==> config.mk <==
export PLATFORM = sky130hd
export DESIGN_NAME = dcache_ctrl_flat
export DESIGN_NICKNAME = d
export VERILOG_FILES = /design/src/rtl/dcache_pkg.sv /design/src/rtl/dcache_if.sv /design/src/rtl/dcache_line_store.sv /design/src/rtl/dcache_ctrl.sv /design/src/flat_wrapper.sv
export SDC_FILE = /design/constraint.sdc
export NUM_CORES = 1
export LEC_CHECK = 0
export CORE_MARGIN = 5
export CORE_UTILIZATION = 40
export CTS_CLUSTER_SIZE = 12
export DETAILED_ROUTE_END_ITERATION = 16
export GPL_TIMING_DRIVEN = 0
export SLEW_MARGIN = 5
export SYNTH_ARGS = -nofsm -noshare
export SYNTH_HDL_FRONTEND = slang
export SYNTH_SLANG_ARGS = --single-unit
==> constraint.sdc <==
create_clock -name clk -period 6.3 [get_ports clk]
set_input_delay 1.26 -clock clk [delete_from_list [all_inputs] [get_ports clk]]
set_output_delay 1.26 -clock clk [all_outputs]
set_load 0.02 [all_outputs]
==> src/rtl/dcache_pkg.sv <==
// Shared definitions for the direct-mapped write-back data cache.
// Holds the cache geometry, the widths derived from it, the controller
// state encoding, the line-store write operations and a line-address helper.
package dcache_pkg;

    localparam int ADDR_W         = 32;
    localparam int WORD_W         = 32;
    localparam int LINES          = 4;
    localparam int WORDS_PER_LINE = 4;

    localparam int OFFSET_W = $clog2(WORDS_PER_LINE);
    localparam int INDEX_W  = $clog2(LINES);
    localparam int TAG_W    = ADDR_W - INDEX_W - OFFSET_W - 2;
    localparam int LINE_W   = WORD_W * WORDS_PER_LINE;

    typedef enum logic [1:0] {
        ST_IDLE  = 2'd0,
        ST_EVICT = 2'd1,
        ST_FILL  = 2'd2
    } state_e;

    // Operations accepted by the single write port of the line store.
    typedef enum logic [1:0] {
        WR_NONE  = 2'd0,
        WR_WORD  = 2'd1,   // store one word, mark line dirty
        WR_LINE  = 2'd2,   // install refilled line, tag, valid, clean
        WR_CLEAN = 2'd3    // victim written back, clear dirty
    } wr_op_e;

    // Line-aligned byte address built from a tag and an index.
    function automatic logic [ADDR_W-1:0] line_addr(input logic [TAG_W-1:0]   tag,
                                                    input logic [INDEX_W-1:0] idx);
        return {tag, idx, {(OFFSET_W + 2){1'b0}}};
    endfunction

endpackage

==> src/rtl/dcache_if.sv <==
// Bundle of the pipeline request/response signals and the main-memory
// line transaction signals of the data cache.
//   master : the environment (pipeline + memory); drives requests, refill data, acks
//   slave  : the cache controller; drives load data, stalls and memory requests
interface dcache_if;
    import dcache_pkg::*;

    logic                  req_valid;
    logic                  req_write;
    logic [ADDR_W-1:0]     req_addr;
    logic [WORD_W-1:0]     req_wdata;
    logic [WORD_W-1:0]     rdata;
    logic                  d_cache_miss;
    logic                  enable_write_from_cache_to_memory;
    logic                  mem_req;
    logic                  mem_we;
    logic [ADDR_W-1:0]     mem_addr;
    logic [LINE_W-1:0]     mem_wline;
    logic [LINE_W-1:0]     mem_rline;
    logic                  mem_ack;

    modport master (
        output req_valid, req_write, req_addr, req_wdata, mem_rline, mem_ack,
        input  rdata, d_cache_miss, enable_write_from_cache_to_memory,
               mem_req, mem_we, mem_addr, mem_wline
    );

    modport slave (
        input  req_valid, req_write, req_addr, req_wdata, mem_rline, mem_ack,
        output rdata, d_cache_miss, enable_write_from_cache_to_memory,
               mem_req, mem_we, mem_addr, mem_wline
    );

endinterface

==> src/rtl/dcache_line_store.sv <==
// Tag, data, valid and dirty storage of the cache.
//   clk, reset      : clock, asynchronous active-low clear of valid/dirty
//   rd_index        : combinational read port -> rd_tag, rd_line, rd_valid, rd_dirty
//   wr_op/wr_index  : single write port; word store, line install or dirty clear
//   wr_offset/word  : word store position and data
//   wr_line/wr_tag  : refilled line and its tag
// Tag and data arrays carry no reset; only valid/dirty define cache state.
module dcache_line_store
    import dcache_pkg::*;
(
    input  logic                clk,
    input  logic                reset,
    input  logic [INDEX_W-1:0]  rd_index,
    output logic [TAG_W-1:0]    rd_tag,
    output logic [LINE_W-1:0]   rd_line,
    output logic                rd_valid,
    output logic                rd_dirty,
    input  wr_op_e              wr_op,
    input  logic [INDEX_W-1:0]  wr_index,
    input  logic [OFFSET_W-1:0] wr_offset,
    input  logic [WORD_W-1:0]   wr_word,
    input  logic [LINE_W-1:0]   wr_line,
    input  logic [TAG_W-1:0]    wr_tag
);

    logic [TAG_W-1:0]  tag_r   [LINES];
    logic [LINE_W-1:0] data_r  [LINES];
    logic [LINES-1:0]  valid_r;
    logic [LINES-1:0]  dirty_r;

    // Data and tag array updates (no reset).
    always_ff @(posedge clk) begin
        case (wr_op)
            WR_WORD: data_r[wr_index][int'(wr_offset) * WORD_W +: WORD_W] <= wr_word;
            WR_LINE: begin
                data_r[wr_index] <= wr_line;
                tag_r[wr_index]  <= wr_tag;
            end
            default: ;
        endcase
    end

    // Valid and dirty bits, cleared asynchronously so a reset invalidates everything.
    always_ff @(posedge clk or negedge reset) begin
        if (!reset) begin
            valid_r <= {LINES{1'b0}};
            dirty_r <= {LINES{1'b0}};
        end else begin
            case (wr_op)
                WR_WORD:  dirty_r[wr_index] <= 1'b1;
                WR_LINE: begin
                    valid_r[wr_index] <= 1'b1;
                    dirty_r[wr_index] <= 1'b0;
                end
                WR_CLEAN: dirty_r[wr_index] <= 1'b0;
                default: ;
            endcase
        end
    end

    assign rd_tag   = tag_r[rd_index];
    assign rd_line  = data_r[rd_index];
    assign rd_valid = valid_r[rd_index];
    assign rd_dirty = dirty_r[rd_index];

endmodule

==> src/rtl/dcache_ctrl.sv <==
// Direct-mapped, write-back, write-allocate data cache controller.
//   clk, reset : clock, asynchronous active-low reset
//   bus        : dcache_if.slave; pipeline request/load data/stalls and the
//                memory line transaction (mem_req/mem_we/mem_addr/mem_wline
//                out, mem_rline/mem_ack in)
// A miss is detected in IDLE; a dirty victim is written back in EVICT, then
// the line is read in FILL. The held request completes on return to IDLE.
module dcache_ctrl
    import dcache_pkg::*;
(
    input  logic     clk,
    input  logic     reset,
    dcache_if.slave  bus
);

    state_e               state_r;
    logic                 mem_req_r;
    logic                 mem_we_r;
    logic [ADDR_W-1:0]    mem_addr_r;
    logic [LINE_W-1:0]    mem_wline_r;
    logic                 evict_r;
    logic [INDEX_W-1:0]   miss_idx_r;
    logic [TAG_W-1:0]     miss_tag_r;

    logic [OFFSET_W-1:0]  off_s;
    logic [INDEX_W-1:0]   idx_s;
    logic [TAG_W-1:0]     tag_s;
    logic [TAG_W-1:0]     rd_tag_s;
    logic [LINE_W-1:0]    rd_line_s;
    logic                 rd_valid_s;
    logic                 rd_dirty_s;
    logic [WORD_W-1:0]    rd_word_s;
    logic                 hit_s;
    logic                 miss_s;
    logic [WORD_W-1:0]    rdata_s;
    wr_op_e               wr_op_s;
    logic [INDEX_W-1:0]   wr_index_s;

    assign off_s = bus.req_addr[OFFSET_W + 1:2];
    assign idx_s = bus.req_addr[OFFSET_W + 2 +: INDEX_W];
    assign tag_s = bus.req_addr[ADDR_W - 1 -: TAG_W];

    dcache_line_store u_store (
        .clk       (clk),
        .reset     (reset),
        .rd_index  (idx_s),
        .rd_tag    (rd_tag_s),
        .rd_line   (rd_line_s),
        .rd_valid  (rd_valid_s),
        .rd_dirty  (rd_dirty_s),
        .wr_op     (wr_op_s),
        .wr_index  (wr_index_s),
        .wr_offset (off_s),
        .wr_word   (bus.req_wdata),
        .wr_line   (bus.mem_rline),
        .wr_tag    (miss_tag_r)
    );

    // Hit detection and load data selection.
    always_comb begin
        rd_word_s = rd_line_s[int'(off_s) * WORD_W +: WORD_W];
        hit_s     = bus.req_valid && rd_valid_s && (rd_tag_s == tag_s);
        miss_s    = bus.req_valid && !hit_s;
        if (hit_s) begin
            rdata_s = rd_word_s;
        end else begin
            rdata_s = {WORD_W{1'b0}};
        end
    end

    // Line-store write requests; transactions target the index latched at the miss.
    always_comb begin
        wr_op_s    = WR_NONE;
        wr_index_s = idx_s;
        case (state_r)
            ST_IDLE: begin
                if (hit_s && bus.req_write) begin
                    wr_op_s = WR_WORD;
                end else begin
                    wr_op_s = WR_NONE;
                end
            end
            ST_EVICT: begin
                wr_index_s = miss_idx_r;
                if (bus.mem_ack) begin
                    wr_op_s = WR_CLEAN;
                end else begin
                    wr_op_s = WR_NONE;
                end
            end
            ST_FILL: begin
                wr_index_s = miss_idx_r;
                if (bus.mem_ack) begin
                    wr_op_s = WR_LINE;
                end else begin
                    wr_op_s = WR_NONE;
                end
            end
            default: wr_op_s = WR_NONE;
        endcase
    end

    // Controller FSM with registered memory-interface outputs.
    always_ff @(posedge clk or negedge reset) begin
        if (!reset) begin
            state_r     <= ST_IDLE;
            mem_req_r   <= 1'b0;
            mem_we_r    <= 1'b0;
            mem_addr_r  <= {ADDR_W{1'b0}};
            mem_wline_r <= {LINE_W{1'b0}};
            evict_r     <= 1'b0;
            miss_idx_r  <= {INDEX_W{1'b0}};
            miss_tag_r  <= {TAG_W{1'b0}};
        end else begin
            case (state_r)
                ST_IDLE: begin
                    if (miss_s) begin
                        miss_idx_r <= idx_s;
                        miss_tag_r <= tag_s;
                        mem_req_r  <= 1'b1;
                        if (rd_valid_s && rd_dirty_s) begin
                            state_r     <= ST_EVICT;
                            mem_we_r    <= 1'b1;
                            mem_addr_r  <= line_addr(rd_tag_s, idx_s);
                            mem_wline_r <= rd_line_s;
                            evict_r     <= 1'b1;
                        end else begin
                            state_r     <= ST_FILL;
                            mem_we_r    <= 1'b0;
                            mem_addr_r  <= line_addr(tag_s, idx_s);
                            mem_wline_r <= {LINE_W{1'b0}};
                            evict_r     <= 1'b0;
                        end
                    end else begin
                        state_r   <= ST_IDLE;
                        mem_req_r <= 1'b0;
                    end
                end
                ST_EVICT: begin
                    // mem_req stays high across the hand-over to the refill.
                    if (bus.mem_ack) begin
                        state_r     <= ST_FILL;
                        mem_we_r    <= 1'b0;
                        mem_addr_r  <= line_addr(miss_tag_r, miss_idx_r);
                        mem_wline_r <= {LINE_W{1'b0}};
                        evict_r     <= 1'b0;
                    end else begin
                        state_r <= ST_EVICT;
                    end
                end
                ST_FILL: begin
                    if (bus.mem_ack) begin
                        state_r    <= ST_IDLE;
                        mem_req_r  <= 1'b0;
                        mem_we_r   <= 1'b0;
                        mem_addr_r <= {ADDR_W{1'b0}};
                    end else begin
                        state_r <= ST_FILL;
                    end
                end
                default: begin
                    state_r    <= ST_IDLE;
                    mem_req_r  <= 1'b0;
                    mem_we_r   <= 1'b0;
                    mem_addr_r <= {ADDR_W{1'b0}};
                    evict_r    <= 1'b0;
                end
            endcase
        end
    end

    // Stall and load data are gated by reset so every output is 0 while it is held.
    assign bus.d_cache_miss = reset && ((state_r != ST_IDLE) || miss_s);
    assign bus.rdata        = reset ? rdata_s : {WORD_W{1'b0}};
    assign bus.enable_write_from_cache_to_memory = evict_r;
    assign bus.mem_req   = mem_req_r;
    assign bus.mem_we    = mem_we_r;
    assign bus.mem_addr  = mem_addr_r;
    assign bus.mem_wline = mem_wline_r;

endmodule

==> src/flat_wrapper.sv <==
// flat-port wrapper written by rule: the top's interface ports become plain ports
module dcache_ctrl_flat import dcache_pkg::*;
  (clk, reset, bus_req_valid, bus_req_write, bus_req_addr, bus_req_wdata, bus_mem_rline, bus_mem_ack, bus_rdata, bus_d_cache_miss, bus_enable_write_from_cache_to_memory, bus_mem_req, bus_mem_we, bus_mem_addr, bus_mem_wline);
  dcache_if bus_i ();
  input  logic clk;
  input  logic reset;
  input wire logic [$bits(bus_i.req_valid)-1:0] bus_req_valid;
  input wire logic [$bits(bus_i.req_write)-1:0] bus_req_write;
  input wire logic [$bits(bus_i.req_addr)-1:0] bus_req_addr;
  input wire logic [$bits(bus_i.req_wdata)-1:0] bus_req_wdata;
  input wire logic [$bits(bus_i.mem_rline)-1:0] bus_mem_rline;
  input wire logic [$bits(bus_i.mem_ack)-1:0] bus_mem_ack;
  output wire logic [$bits(bus_i.rdata)-1:0] bus_rdata;
  output wire logic [$bits(bus_i.d_cache_miss)-1:0] bus_d_cache_miss;
  output wire logic [$bits(bus_i.enable_write_from_cache_to_memory)-1:0] bus_enable_write_from_cache_to_memory;
  output wire logic [$bits(bus_i.mem_req)-1:0] bus_mem_req;
  output wire logic [$bits(bus_i.mem_we)-1:0] bus_mem_we;
  output wire logic [$bits(bus_i.mem_addr)-1:0] bus_mem_addr;
  output wire logic [$bits(bus_i.mem_wline)-1:0] bus_mem_wline;
  assign bus_i.req_valid = bus_req_valid;
  assign bus_i.req_write = bus_req_write;
  assign bus_i.req_addr = bus_req_addr;
  assign bus_i.req_wdata = bus_req_wdata;
  assign bus_i.mem_rline = bus_mem_rline;
  assign bus_i.mem_ack = bus_mem_ack;
  assign bus_rdata = bus_i.rdata;
  assign bus_d_cache_miss = bus_i.d_cache_miss;
  assign bus_enable_write_from_cache_to_memory = bus_i.enable_write_from_cache_to_memory;
  assign bus_mem_req = bus_i.mem_req;
  assign bus_mem_we = bus_i.mem_we;
  assign bus_mem_addr = bus_i.mem_addr;
  assign bus_mem_wline = bus_i.mem_wline;
  dcache_ctrl u_core (.clk(clk), .reset(reset), .bus(bus_i));
endmodule
==> impl_metrics.json, run 1 <==
{
  "grt_pass1_wl_mm": 162.2,
  "ant_nets": 0,
  "ys_seq_elements": 813,
  "register_area_mm2": 0.02343,
  "p_sw_share_pct": 29.64,
  "maxSlewHeadroom_pct": 16.34,
  "hold_class": "in2async",
  "synth_area_leaders": "edfxtp_1, dfrtp_1, mux4_2",
  "drive_above_1_share_pct": 20.53,
  "fillCellCount": 7119,
  "drt_first_pass_iters": 6,
  "power_density_mw_per_mm2": 360.3,
  "ys_types": 61,
  "cp_max_fo": 10,
  "io_buffer_count": 386,
  "synth_most_common_cell": "edfxtp_1",
  "syn_area_mm2": 0.03439,
  "ys.warnings.count": 0,
  "die_h_um": 303.2,
  "wl_mm": 117.4,
  "synthFlopType": "edfxtp_1",
  "cp-start-kind": "primary input",
  "vias": 21590,
  "status": "finished clean",
  "place_area_mm2": 0.04044,
  "worst-endpoint-arrival_ps": 4910,
  "p_int_mw": 11.04,
  "switchingPower_mw": 4.650,
  "ys_async_sr_fraction_pct": 24.23,
  "place_worst_setup_slack_ps": -1839,
  "hold_slack_ps": 404.6,
  "layout.nets": 2760,
  "vias_per_cell": 5.725,
  "start_util_pct": 40.32,
  "grt_max_degree": 99,
  "antenna_found_initial": 13,
  "syn_to_final_growth_pct": 26.62,
  "netlist_instances": 2047,
  "cts_tree": "built",
  "worstMarginPinSlew_ps": 1255,
  "track_usage_pct": 25.07,
  "pwr-share-comb_pct": 22.5,
  "rsz0062_at_grt": "no",
  "std_cell_rows": 107,
  "fin_cells": 3772,
  "post_drt_wl_per_cell_um": 31.12,
  "grt-ovfl-total": 0,
  "holdBufCountCts": 0,
  "drc": 0,
  "cap_violations": 0,
  "die_w_um": 303.2,
  "die_area_mm2": 0.09193,
  "cts_buffers": 87,
  "maxSlewViolCount": 0,
  "ys_seq_area_share_pct": 68.13,
  "synth_top_cell_by_area": "edfxtp_1",
  "placed_cells": 3606,
  "gp_congestion": 0.9354,
  "yosys-top-cells-count": "edfxtp_1, dfrtp_1, mux4_2",
  "multi_input_area_mm2": 0.01009,
  "fin_crit_sh_pct": 97.92,
  "critPathKind": "in2out",
  "grt_pass1_vias": 22080,
  "p_leak_nw": 16.55,
  "sequentialPowerShare_pct": 45.3,
  "finClkSkew_ps": 40.70,
  "max-vdd-ir-drop_uv": 214.8,
  "min_period_ps": 6169,
  "drt_iter0_markers": 2313,
  "clk_pin_slew_ps": 60,
  "htreeDepth": 3,
  "cp-end-kind": "primary output",
  "required_ps": 5040,
  "synth_edf_count": 616,
  "stdcell_area_mm2": 0.04354,
  "io_pins": 393,
  "cts_root_buf": "clkbuf_16",
  "hold_viol_final": 0,
  "yosysTopAreaCellShare_pct": 53.79,
  "worst-r2r-setup-slack_ps": 1810,
  "core_region_area_mm2": 0.08528,
  "pwr-share-clk_pct": 32.1,
  "cts.sinks": 813,
  "clk_latency_ps": 650,
  "timing.final.ws_setup_ps": 131.1,
  "finalSetupViolations": 0,
  "hpwl_mm": 87.50,
  "fin_util_pct": 51.06,
  "clock.fmax_mhz": 162.1,
  "synth_area_per_cell_um2": 16.80,
  "power.total_mw": 15.69,
  "cts_max_path_buffers": 3,
  "tns_ps": 0
}
[cells in the final DEF, fill, tap and decap left out, types with 23 or more instances in the layout]
| cell type | n |
|---|---|
| o21ai_0 | 52 |
| clkdlybuf4s15_2 | 23 |
| clkbuf_16 | 89 |
| a22o_1 | 128 |
| a21oi_1 | 37 |
| clkbuf_1 | 92 |
| inv_1 | 146 |
| mux2i_1 | 146 |
| nand2_1 | 160 |
| a2bb2oi_1 | 29 |
| mux4_2 | 179 |
| mux2_2 | 45 |
| clkdlybuf4s50_1 | 351 |
| dfrtp_1 | 197 |
| edfxtp_1 | 616 |
| buf_2 | 25 |
| buf_4 | 25 |
[worst max-delay path, cell delays in order]
cell	delay, ps
clkbuf_2	160
buf_6	240
buf_4	250
mux2i_2	300
o221ai_1	180
or4_4	600
or4_4	600
buf_4	210
or2_4	320
buf_6	210
nor2b_4	240
clkdlybuf4s15_2	310
[kinds of logic (layout without fill, tap and decap cells)]
group / Yosys count / count (layout) / synth area share, %
muxes: 374 / 374 / 17.56
other: 1 / 7 / 0.01090
xor gates and xnor gates: 16 / 16 / 0.4075
AOI/OAI and AO/OA: 303 / 303 / 6.669
and+or+nand+nor: 246 / 246 / 3.216
adders and majority gates: 9 / 9 / 0.3275
DFF: 813 / 813 / 68.13
buffers and inverters: 285 / 860 / 3.678
[power groups by stage]
stage / clock network (mW) / registers [mW] / logic, mW
2_1_floorplan: 0 / 7.37 / 1.55
3_3_place_gp: 0 / 7.20 / 3.32
3_5_place_dp: 0 / 7.20 / 3.50
4_1_cts: 5.09 / 7.10 / 3.54
5_1_grt: 5.31 / 7.16 / 3.70
6_report: 5.04 / 7.11 / 3.54
[final cells by class]
cell class | instances | share of cell area (%)
Tap cell | 1144 | 3.287
Clock buffer | 133 | 5.770
Inverter | 149 | 1.284
Buffer | 136 | 1.885
Timing Repair Buffer | 415 | 10.14
Multi-Input combinational cell | 952 | 23.18
Clock inverter | 27 | 0.6379
Antenna cell | 3 | 0.01724
Sequential cell | 813 | 53.80
[final timing paths]
check | start | end | cells after the start
setup / recovery | bus_req_addr[4] | bus_rdata[25] | 12
max in group asynchronous | reset | u_core.bus.mem_wline[14] | 3
setup reg to reg | u_core.u_store.tag_r[3][15] | u_core.u_store.data_r[3][19] | 10
min in group clk | u_core.u_store.valid_r[0] | u_core.u_store.valid_r[0] | 1
hold / removal | reset | u_core.bus.mem_addr[16] | 1
hold reg to reg | u_core.u_store.valid_r[0] | u_core.u_store.valid_r[0] | 1
[what timing repair did]
| action | in CTS | in global routing |
|---|---|---|
| setup buffers | 3 | 0 |
| pin swaps | 3 | 3 |
| setup endpoints to repair | 150 | 32 |
| resized for setup | 196 | 10 |
[state kept, by name (all words and copies together) (netlist names), named ones only]
name	count
u_core.bus.mem_addr	28
u_core.u_store.tag_r	104
u_core.bus.enable_write_from_cache_to_memory	1
u_core.u_store.valid_r	4
u_core.bus.mem_req	1
u_core.miss_idx_r	2
u_core.state_r	2
u_core.bus.mem_we	1
u_core.miss_tag_r	26
u_core.bus.mem_wline	128
u_core.u_store.data_r	512
[routing by layer]
layer  track usage, %  part of all wire [%]
met4            7.825                   3.6
met5                0                 0.089
met1            32.34                    38
met3            6.528                   9.1
met2            41.95                    50
Power figures use the tool's default switching activity.
==> run 2: changes to the inputs <==
- CAP_MARGIN: unset -> 20
==> run 2 against run 1 <==
Compared with the run above:
- clock skew shrank 3.8 ps
- final cell count grew 0.34%
- critical path type unchanged
- power grew 0.46%
- clock power grew 1%
- flip-flop and latch count is the same
- routed wire length shrank 0.10%
==> impl_metrics.json, run 2 (same netlist as run 1, synthesis figures left out) <==
{
  "drt_iter0_markers": 2335,
  "finalSetupViolations": 0,
  "final_cell_mix": "edfxtp_1, clkdlybuf4s50_1, dfrtp_1, mux4_2, nand2_1",
  "ant_nets": 0,
  "syn_to_final_growth_pct": 26.91,
  "grt_max_degree": 99,
  "start_util_pct": 40.32,
  "layout.nets": 2766,
  "largest_register": "u_core.u_store.data_r",
  "crit_buf_inv": 7,
  "rsz0062_at_grt": "no",
  "largest_reg_flops": 512,
  "hold_class": "in2async",
  "worstSetupStartpoint": "bus_req_addr[5]",
  "p_leak_nw": 16.61,
  "vias": 21730,
  "max-vdd-ir-drop_uv": 200.6,
  "die_area_mm2": 0.09193,
  "min_period_ps": 6261,
  "grt_pass1_wl_mm": 162.3,
  "clk_latency_ps": 650,
  "multi_input_area_mm2": 0.01009,
  "grtUsageMet1_pct": 32.09,
  "clk_pin_slew_ps": 60,
  "power.total_mw": 15.76,
  "path_cells": "clkbuf_2 > buf_8 > buf_8 > buf_6 > mux4_2 > xor2_1 > nor4_2 > o211ai_1 > or4_4 > buf_4 > or2_4 > buf_6 > nor2b_2 > clkdlybuf4s15_2",
  "grt_pass1_vias": 22200,
  "fin_crit_sh_pct": 99.38,
  "drive_above_1_share_pct": 20.72,
  "finClkSkew_ps": 36.89,
  "worst-endpoint-arrival_ps": 5000,
  "cts.sinks": 813,
  "drc": 0,
  "cts_root_buf": "clkbuf_16",
  "maxSlewViolCount": 0,
  "gp_congestion": 0.9354,
  "grt_use_met3_pct": 5.936,
  "layout_commonest_cell": "edfxtp_1",
  "cts_tree": "built",
  "slowest_stage": "or4_4",
  "slowest_delay_ps": 570,
  "hold_viol_final": 0,
  "die_h_um": 303.2,
  "cp-end-kind": "primary output",
  "register_area_mm2": 0.02343,
  "die_w_um": 303.2,
  "regToRegStartpoint": "u_core.u_store.tag_r[3][15]",
  "post_drt_wl_per_cell_um": 30.98,
  "std_cell_rows": 107,
  "track_usage_pct": 25.05,
  "grt-ovfl-total": 0,
  "grt-busiest-layer": "met2",
  "clock.fmax_mhz": 159.7,
  "hpwl_mm": 87.62,
  "io_buffer_count": 386,
  "cts_max_path_buffers": 3,
  "critPathKind": "in2out",
  "antenna_found_initial": 14,
  "cp-start-kind": "primary input",
  "crit_family": "simple AND/OR/NAND/NOR gates",
  "maxSlewHeadroom_pct": 28.70,
  "io_pins": 393,
  "htreeDepth": 3,
  "core_region_area_mm2": 0.08528,
  "required_ps": 5040,
  "status": "finished clean",
  "worstMarginPinSlew_ps": 1061,
  "drt_first_pass_iters": 5,
  "cp_max_fo": 10,
  "vias_per_cell": 5.740,
  "tns_ps": 0,
  "fillCellCount": 7109,
  "power_density_mw_per_mm2": 361.1,
  "wl_mm": 117.3,
  "cts_buffers": 87,
  "met2_usage_pct": 41.83,
  "cap_violations": 0
}
## run 2: cell count changes in the layout (fill, tap and decap cells not counted), moves of 5 or more
cell,previous run,this run
clkinv_1,7,2
buf_2,25,33
clkbuf_1,92,97
clkdlybuf4s15_2,23,17
## run 2: repair_timing
action	CTS	global route
hold endpoints to repair	0	0
cloned	0	0
resized for setup	182	21
endpoints found under the setup margin	143	30
buffers inserted	2	0
pin swaps	1	3
hold buffers	0	0
## run 2: per-layer routing
metal / wire, µm / vias up
met5: 149 / -
met4: 4473 / 18
met3: 10370 / 209
met2: 57910 / 1138
met1: 44370 / 11410
li1: - / 8955
## run 2: where the power goes
| part | internal (mW) | switching, mW | leakage [nW] | total [mW] |
|---|---|---|---|---|
| logic | 1.47 | 2.08 | 6.97 | 3.55 |
| registers | 6.69 | 0.419 | 8.26 | 7.11 |
| clock network | 2.93 | 2.18 | 1.39 | 5.11 |
| total | 11.1 | 4.67 | 16.6 | 15.8 |
## run 2: metrics by stage
step / utilization [%] / cells / setup WS [ps] / area, µm² / hold slack [ps]
finish: 51.18 / 3785 / 39.19 / 43640 / 416.1
detailed placement: 47.46 / 3609 / -1794 / 40470 / 456.2
floorplan: - / 2050 / -292.5 / 34400 / 434.8
global route: 51.16 / 3779 / 0.3642 / 43630 / 399.7
CTS: 51.15 / 3775 / 4.117 / 43620 / 383.8
global placement: 46.55 / 3580 / -7152 / 39690 / 451.6
## run 2: area by class of cell
| cell class | instances | share of cell area, % |
|---|---|---|
| multi-input combinational | 952 | 23.11 |
| inverter | 149 | 1.281 |
| clock inverter | 30 | 0.8830 |
| tap | 1144 | 3.280 |
| sequential | 813 | 53.68 |
| timing repair buffer | 421 | 10.25 |
| antenna | 6 | 0.03440 |
| buffer | 136 | 1.838 |
| clock buffer | 134 | 5.645 |
## run 2: path summary, 6_finish.rpt
kind / endpoint / slack (ps) / depth (start not counted)
max: bus_rdata[7] / 40 / 14
min: u_core.miss_tag_r[11] / 420 / 1
max reg2reg: u_core.u_store.data_r[3][16] / 1790 / 10
min reg2reg: u_core.u_store.valid_r[0] / 480 / 1
max in group asynchronous: u_core.bus.mem_wline[58] / 4600 / 3
min in group clk: u_core.u_store.valid_r[0] / 480 / 1
==> run 3: changes to the inputs <==
- SLEW_MARGIN: 5 -> unset
- SYNTH_HIERARCHICAL: unset -> 1
==> run 3 against run 2 <==
Compared with the run above:
- register-to-register slack worse by 430 ps
- combinational power shrank 47%
- power decreased by 16%
- flip-flop and latch count unchanged
- die area grew 2.0%
- critical path depth is 1 lower
- sequential share of layout area down 1.5 points
- synthesized cell count is 4.4% lower
- sequential power down 12%
- fmax grew 1.2%
- via count is 7.8% higher
==> impl_metrics.json, run 3 <==
{
  "hpwl_mm": 96.07,
  "worstMarginPinSlew_ps": 1166,
  "cp-end-kind": "primary output",
  "syn_area_mm2": 0.03509,
  "gp_congestion": 0.9326,
  "cts_max_path_buffers": 3,
  "critPathKind": "in2out",
  "power_density_mw_per_mm2": 295.2,
  "clk_pin_slew_ps": 60,
  "io_pins": 393,
  "layout_commonest_cell": "edfxtp_1",
  "finalSetupViolations": 0,
  "p_leak_nw": 15.81,
  "cts_root_buf": "clkbuf_16",
  "clock.fmax_mhz": 161.7,
  "start_util_pct": 40.38,
  "sequentialPowerShare_pct": 47.5,
  "track_usage_pct": 27.37,
  "ys_seq_elements": 813,
  "drive_above_1_share_pct": 24.47,
  "timing.final.ws_setup_ps": 114.2,
  "synth_top_cell_by_area": "edfxtp_1",
  "die_w_um": 306.2,
  "largest_reg_flops": 512,
  "pwr-share-clk_pct": 38.2,
  "maxSlewHeadroom_pct": 22.23,
  "yosys-top-cells-count": "edfxtp_1, dfrtp_1, mux4_2",
  "die_area_mm2": 0.09375,
  "ys_async_sr_fraction_pct": 24.23,
  "placed_cells": 3534,
  "die_h_um": 306.2,
  "grt_max_degree": 102,
  "fin_cells": 3735,
  "cap_violations": 0,
  "p_int_mw": 9.783,
  "vias": 23420,
  "io_buffer_count": 386,
  "place_worst_setup_slack_ps": -1886,
  "drt_first_pass_iters": 6,
  "required_ps": 5040,
  "final_cell_mix": "edfxtp_1, clkdlybuf4s50_1, dfrtp_1, mux4_2, a22o_1",
  "cts.sinks": 813,
  "p_sw_share_pct": 26.13,
  "grt_pass1_wl_mm": 181.7,
  "antenna_found_initial": 7,
  "rsz0062_at_grt": "no",
  "min_period_ps": 6186,
  "max-vdd-ir-drop_uv": 217.3,
  "std_cell_rows": 108,
  "cts_buffers": 90,
  "syn_to_final_growth_pct": 27.84,
  "layout.nets": 2710,
  "hold_class": "reg2reg",
  "tns_ps": 0,
  "clk_latency_ps": 660,
  "ys_types": 54,
  "finClkSkew_ps": 38.44,
  "fin_crit_sh_pct": 98.19,
  "htreeDepth": 3,
  "grt_pass1_vias": 23320,
  "cp-start-kind": "primary input",
  "worst-r2r-setup-slack_ps": 1360,
  "ys.warnings.count": 6,
  "ys_seq_area_share_pct": 66.77,
  "core_region_area_mm2": 0.08689,
  "largest_register": "u_core/u_store/data_r",
  "yosysTopAreaCellShare_pct": 52.72,
  "status": "finished clean",
  "pwr-share-comb_pct": 14.3,
  "holdBufCountCts": 0,
  "synth_most_common_cell": "edfxtp_1",
  "cts_tree": "built",
  "drc": 0,
  "hold_viol_final": 0,
  "cp_max_fo": 10,
  "synthFlopType": "edfxtp_1",
  "netlist_instances": 1957,
  "hold_slack_ps": 480.6,
  "place_area_mm2": 0.04142,
  "vias_per_cell": 6.270,
  "synth_area_per_cell_um2": 17.93,
  "worst-endpoint-arrival_ps": 4930,
  "synth_area_leaders": "edfxtp_1, dfrtp_1, mux4_2",
  "grt-ovfl-total": 0,
  "wl_mm": 132.0,
  "maxSlewViolCount": 0,
  "drt_iter0_markers": 3114,
  "post_drt_wl_per_cell_um": 35.35,
  "stdcell_area_mm2": 0.04486,
  "ant_nets": 0,
  "synth_edf_count": 616,
  "switchingPower_mw": 3.460
}
-- run 3: cell types whose count changed after synthesis, sizes merged, moves of 28 or more --
cell	previous run	this run
nand4b	0	34
a22o	128	156
o21ai	55	6
o31ai	7	98
mux2i	150	0
mux2	45	85
a2bb2oi	29	0
nand2	160	5
nand3b	0	117
buf	67	96
inv	149	20
-- run 3: worst max-delay path, cell delays in order --
cell and delay [ps]:
clkdlybuf4s15_1 310, clkbuf_1 180, buf_6 210, buf_12 190
mux4_2 540, xor2_1 230, or4_1 580, nor4_2 350
nand3_2 100, buf_4 230, clkbuf_8 220, nor2b_1 200
clkdlybuf4s15_2 300
-- run 3: cell families after synthesis --
group / count (synthesis) / synth area share [%]
flip-flops: 813 / 66.77
AO/OA/AOI/OAI: 324 / 7.695
AND/OR/NAND/NOR: 305 / 6.675
multiplexers: 273 / 15.01
buffers and inverters: 206 / 2.874
XOR/XNOR: 26 / 0.6490
adder cells (fa/ha/maj): 9 / 0.3209
other: 1 / 0.01069
-- run 3: power groups by stage --
stage          logic [mW]  registers [mW]  clock network [mW]
5_1_grt              1.94            6.32                5.37
3_5_place_dp         1.80            6.41                   0
4_1_cts              1.85            6.30                5.14
3_3_place_gp         1.66            6.41                   0
2_1_floorplan       0.843            6.41                   0
6_report             1.89            6.29                5.06
-- run 3: metrics by stage --
stage | total power [mW] | util, %
4_1_cts | 13.28 | 51.54
3_5_place_dp | 8.202 | 47.67
6_report | 13.24 | 51.63
3_3_place_gp | 8.071 | 46.51
2_1_floorplan | 7.254 | -
5_1_grt | 13.63 | 51.61
-- run 3: metal layers --
layer,wire length (µm),GRT usage [%]
met5,172,1.163
met4,4305,8.299
met3,15410,7.068
met2,61910,43.67
met1,50250,37.27
-- run 3: path summary, 6_finish.rpt --
path	start	endpoint	cells after the start
min reg2reg	u_core/u_store/valid_r[2]	u_core/u_store/valid_r[2]	1
max reg2reg	u_core/u_store/tag_r[0][14]	u_core/u_store/data_r[2][50]	12
max in group asynchronous	reset	u_core/bus.mem_wline[124]	2
min in group asynchronous	reset	u_core/miss_tag_r[0]	1
max	bus_req_addr[4]	bus_rdata[30]	13
min	u_core/u_store/valid_r[2]	u_core/u_store/valid_r[2]	1
-- run 3: final cells by class --
| type | count | area, µm² |
|---|---|---|
| Multi-Input combinational cell | 941 | 10950 |
| Clock inverter | 41 | 387.9 |
| Sequential cell | 813 | 23430 |
| Buffer | 186 | 1003 |
| Clock buffer | 122 | 2452 |
| Antenna cell | 5 | 12.51 |
| Timing Repair Buffer | 452 | 5101 |
| Fill cell | 7058 | 42030 |
| Inverter | 20 | 75.07 |
| Tap cell | 1155 | 1445 |
-- run 3: repair_timing --
action	in CTS	in global routing
pin swaps	18	1
setup buffers	25	1
gates resized for setup	118	23
endpoints found under the setup margin	1121	585
